--- src/rtl/lime_pkg.sv ---
// Shared types and width helpers for the vector checker and its stimulus table.
package lime_pkg;

  localparam int DEFAULT_WIDTH = 16;

  typedef enum logic [2:0] {
    IDLE,
    DUT_RST,
    RUN,
    CHECK,
    NEXT,
    DONE
  } state_t;

  // Width of an index into n entries (at least one bit so n==1 stays legal).
  function automatic int idx_w(input int n);
    return (n > 1) ? $clog2(n) : 1;
  endfunction

  // Width of a counter that must hold the value n itself.
  function automatic int cnt_w(input int n);
    return (n >= 1) ? $clog2(n + 1) : 1;
  endfunction

endpackage

--- src/rtl/lime_vector_table.sv ---
// Stimulus/expected register file: synchronous write, combinational read.
module lime_vector_table
  import lime_pkg::*;
#(
  parameter int WIDTH       = DEFAULT_WIDTH,
  parameter int NUM_VECTORS = 4,
  localparam int IW         = idx_w(NUM_VECTORS)
) (
  input  logic             clk,
  input  logic             wr_en,
  input  logic [IW-1:0]    wr_addr,
  input  logic [WIDTH-1:0] wr_stim,
  input  logic [WIDTH-1:0] wr_exp,
  input  logic [IW-1:0]    rd_addr,
  output logic [WIDTH-1:0] rd_stim,
  output logic [WIDTH-1:0] rd_exp
);

  logic [WIDTH-1:0] stim_mem [NUM_VECTORS];
  logic [WIDTH-1:0] exp_mem  [NUM_VECTORS];

  // Contents are deliberately not reset so a loaded table survives a run abort.
  always_ff @(posedge clk) begin
    if (wr_en && (int'(wr_addr) < NUM_VECTORS)) begin
      stim_mem[wr_addr] <= wr_stim;
      exp_mem[wr_addr]  <= wr_exp;
    end
  end

  assign rd_stim = stim_mem[rd_addr];
  assign rd_exp  = exp_mem[rd_addr];

endmodule

--- config.mk ---
export PLATFORM = sky130hd
export DESIGN_NAME = lime_vector_table
export DESIGN_NICKNAME = d
export VERILOG_FILES = /design/src/rtl/lime_pkg.sv /design/src/rtl/lime_vector_table.sv
export SDC_FILE = /design/constraint.sdc
export NUM_CORES = 1
export LEC_CHECK = 0
export CORE_MARGIN = 10
export CORE_UTILIZATION = 53
export DETAILED_ROUTE_END_ITERATION = 8
export PLACE_DENSITY = 0.78
export SLEW_MARGIN = 20
export SYNTH_ARGS = -nofsm -noshare
export SYNTH_HDL_FRONTEND = slang
export SYNTH_SLANG_ARGS = --single-unit
--- constraint.sdc ---
create_clock -name clk -period 5.1 [get_ports clk]
set_input_delay 1.02 -clock clk [delete_from_list [all_inputs] [get_ports clk]]
set_output_delay 1.02 -clock clk [all_outputs]
set_load 0.01 [all_outputs]
---- After elaboration in Yosys (flattened, before gate mapping) ----
Memories as Yosys holds them, arrays and structs flattened.
Cells that the tools add are included.
storage, ports and cells
  flip-flop bits (word level) ............. 0
  bits in writable memories ............... 128
  memories ................................ 2
cells by class
  mux-type cells .......................... 2
memory list
  memory    words  width  read ports  clocked after Yosys merged registers in  write ports  RTL line                 source
  exp_mem   4      16     1           0                                        1            lime_vector_table.sv:20  logic [WIDTH-1:0] exp_mem [NUM_VECTORS];
  stim_mem  4      16     1           0                                        1            lime_vector_table.sv:19  logic [WIDTH-1:0] stim_mem [NUM_VECTORS];
operators by type and width
  kind     number
  $mux W1  2

---- Logic depth before layout (Yosys ltp) ----
  word-level depth ........................ 2
  mapped depth ............................ 3
  depth with buffers taken out ............ 1

---- Worst setup path before layout ----
OpenSTA, ideal clock, no wires.
  kind .................................... input port to flip-flop
  start point ............................. input wr_addr[1]
  end point ............................... memory exp_mem[0][0] (netlist name) (enable)
  arrival time ............................ 3.423 ns
  required time ........................... 4.632 ns
  setup slack ............................. 1.209 ns
  stages .................................. 1
  cells stage by stage .................... nor3b_1
RTL lines
  what             RTL line                 source
  start, declared  lime_vector_table.sv:11  input logic [IW-1:0] wr_addr,
  end, declared    lime_vector_table.sv:20
No word-level cell before the write port.

---- Worst setup path after layout ----
  start point ............................. input rd_addr[0]
  end point ............................... output rd_stim[14]
on the way
  longest elaborated chain between the ends .. 1
RTL lines
  what             RTL line                 source
  start, declared  lime_vector_table.sv:14  input logic [IW-1:0] rd_addr,
  $mem_v2 Z4 W16   n/a
  end, declared    lime_vector_table.sv:15  output logic [WIDTH-1:0] rd_stim,
No other way between the ends.

==> impl_metrics.tcl <==
set metrics [dict create \
    outcome "finished clean" \
    cts_sinks 128 \
    floorplan.die.width_microns 114 \
    grt_setup_unrepaired "false" \
    largest_net_degree_at_the_start_of_global_routing 33 \
    report.final.setup_viol 0 \
    synth-seq-area-share_pct 82.0 \
    gp_congestion 0.683 \
    worstPathBufferInverterCount 3 \
    total_power_mw 2.58 \
    timing.final.crit_share_pct 76.6 \
    synth_cells 171 \
    worstHoldStart "wr_stim[13]" \
    starting_utilization_of_the_core_area_pct 54.0 \
    die-area_sq_um 13000 \
    mostFrequentLayoutCell "sky130_fd_sc_hd__edfxtp_1" \
    cp-start-kind "input port" \
    pre_cts_setup_slack_ps 1150 \
    post_drt_wl_per_cell_microns 23.7 \
    report.final.hold_viol_count 0 \
    route.final.wire_length_microns 8910 \
    maxClockFrequency_mhz 256 \
    htreeDepth 4 \
    layout_common_cells "sky130_fd_sc_hd__edfxtp_1 (128), sky130_fd_sc_hd__clkdlybuf4s50_1 (68), sky130_fd_sc_hd__mux4_2 (30), sky130_fd_sc_hd__clkbuf_16 (16), sky130_fd_sc_hd__clkinvlp_4 (4)" \
    p_per_area_nw_per_um2 426 \
    numPortBuffers 69 \
    peakVddDrop_mv 0.324 \
    critical_path.endpoint_type "primary output" \
    max_slew.worst_pin.slew_ps 852 \
    ys_types 9 \
    post_drt_via_cell_ratio 5.68 \
    max-clock-path-buffers 2 \
    floorplan.rows 34 \
    post_synth.cell_area_avg_sq_um 27.4 \
    antennaDiodeCount 0 \
    netlist_area_sq_um 4690 \
    post_cts_hold_buffer_count 0 \
    detail_route.first_pass.iterations 6 \
    worst_slack_ps 1190 \
    max_slew_headroom_pct 43.2 \
    route.vias.total 2131 \
    synth-seq-cells 128 \
    postRouteAntennaNets 0 \
    clock_tree_root "sky130_fd_sc_hd__clkbuf_8" \
    post-route-min-period_ps 3910 \
    critPathTopFamily "buffers and inverters" \
    worstPathRequired_ps 4080 \
    crit_chain "buf_2 -> buf_12 -> mux4_2 -> clkdlybuf4s50_1" \
    layout.core_utilization_pct 69.7 \
    detail_route.drc_violations 0 \
    boundaryPins 70 \
    grt_remaining_overflow 0 \
    placed_wire_length_estimate_microns 5260 \
    grt.total_usage_pct 14.4 \
    finalMaxSlewViolations 0 \
    nets 293 \
    total_leakage_power_nw 1.97 \
    synth.net_count 209 \
    grt_antenna_before_repair 0 \
    accumulated_negative_setup_slack_ps 0 \
    cts.repair.resized 0 \
    hp-class "in2reg" \
    clk_pin_slew_ps 60 \
    worst_path_largest_cell_delay_ps 540 \
    first_global_vias 2386 \
    yosysWarningCount 0 \
    critical_path_class "in2out" \
    die_height_microns 114 \
    master_of_the_slowest_instance_on_the_critical_path "sky130_fd_sc_hd__mux4_2" \
    area_growth_pct 29.0 \
    setup.worst_path.start "rd_addr[0]" \
    max_cap_violations 0 \
    drive_above_1_share_pct 25.5 \
    post_cts_setup_bufs 0 \
    drt-initial-drc-count 153 \
    placeable_core_region_sq_um 8680 \
    worstPathMaxFanout 20 \
    number_of_buffers_created_by_cts 17 \
    worst-endpoint-arrival_ps 2890 \
    cts_tree "built" \
    global_route_wire_length_before_repair_microns 13900 \
]
[state kept, by name, indices dropped and copies added, names as in the netlist]
signal    flops
stim_mem     64
exp_mem      64
[where the power goes]
group,internal [mW],leakage [nW],switching (mW),total [mW]
Clock,0.742,0.273,0.426,1.17
Sequential,1.21,1.18,0.0131,1.23
Combinational,0.105,0.523,0.0793,0.185
[cell families after synthesis]
logic type,count (synthesis),synth area share [%]
buffers and inverters,7,1.84
flip-flops,128,82.0
multiplexers,32,15.5
AND/OR/NAND/NOR,4,0.667
[per-stage QoR]
| step | instance area (sq um) | cells | hold WS (ps) |
|---|---|---|---|
| 6_report | 6050 | 375 | 1140 |
| 5_1_grt | 6050 | 375 | 1150 |
| 3_5_place_dp | 5470 | 344 | 1670 |
| 4_1_cts | 6050 | 375 | 1130 |
| 2_1_floorplan | 4690 | 171 | 1120 |
| 3_3_place_gp | 5470 | 344 | 1650 |
[per-layer routing]
| metal | wire, microns | vias to the layer above | global-route usage (%) |
|---|---|---|---|
| li1 | - | 924 | - |
| met1 | 3780 | 1118 | 18.2 |
| met2 | 4460 | 74 | 22.5 |
| met3 | 549 | 15 | 5.45 |
| met4 | 123 | 0 | 5.18 |
| met5 | 0 | - | 0 |
[cell type report]
type                            count  area [sq um]
Clock buffer                       18           418
Multi-Input combinational cell     36           768
Tap cell                          108           135
Fill cell                         527          2630
Sequential cell                   128          3840
Timing Repair Buffer               72           721
Clock inverter                     13           165
[cells in the mapped netlist, drive strengths merged]
library cell / instances / area (sq um)
and3: 1 / 6.26
and3b: 2 / 17.5
buf: 7 / 86.3
edfxtp: 128 / 3840
mux4: 32 / 728
nor3b: 1 / 7.51
[final timing paths]
check               to  slack, ps  cells after the start
max        rd_stim[14]       1190                      4
min    stim_mem[1][13]       1140                      1
No activity file was read; power rests on OpenSTA's default activity.
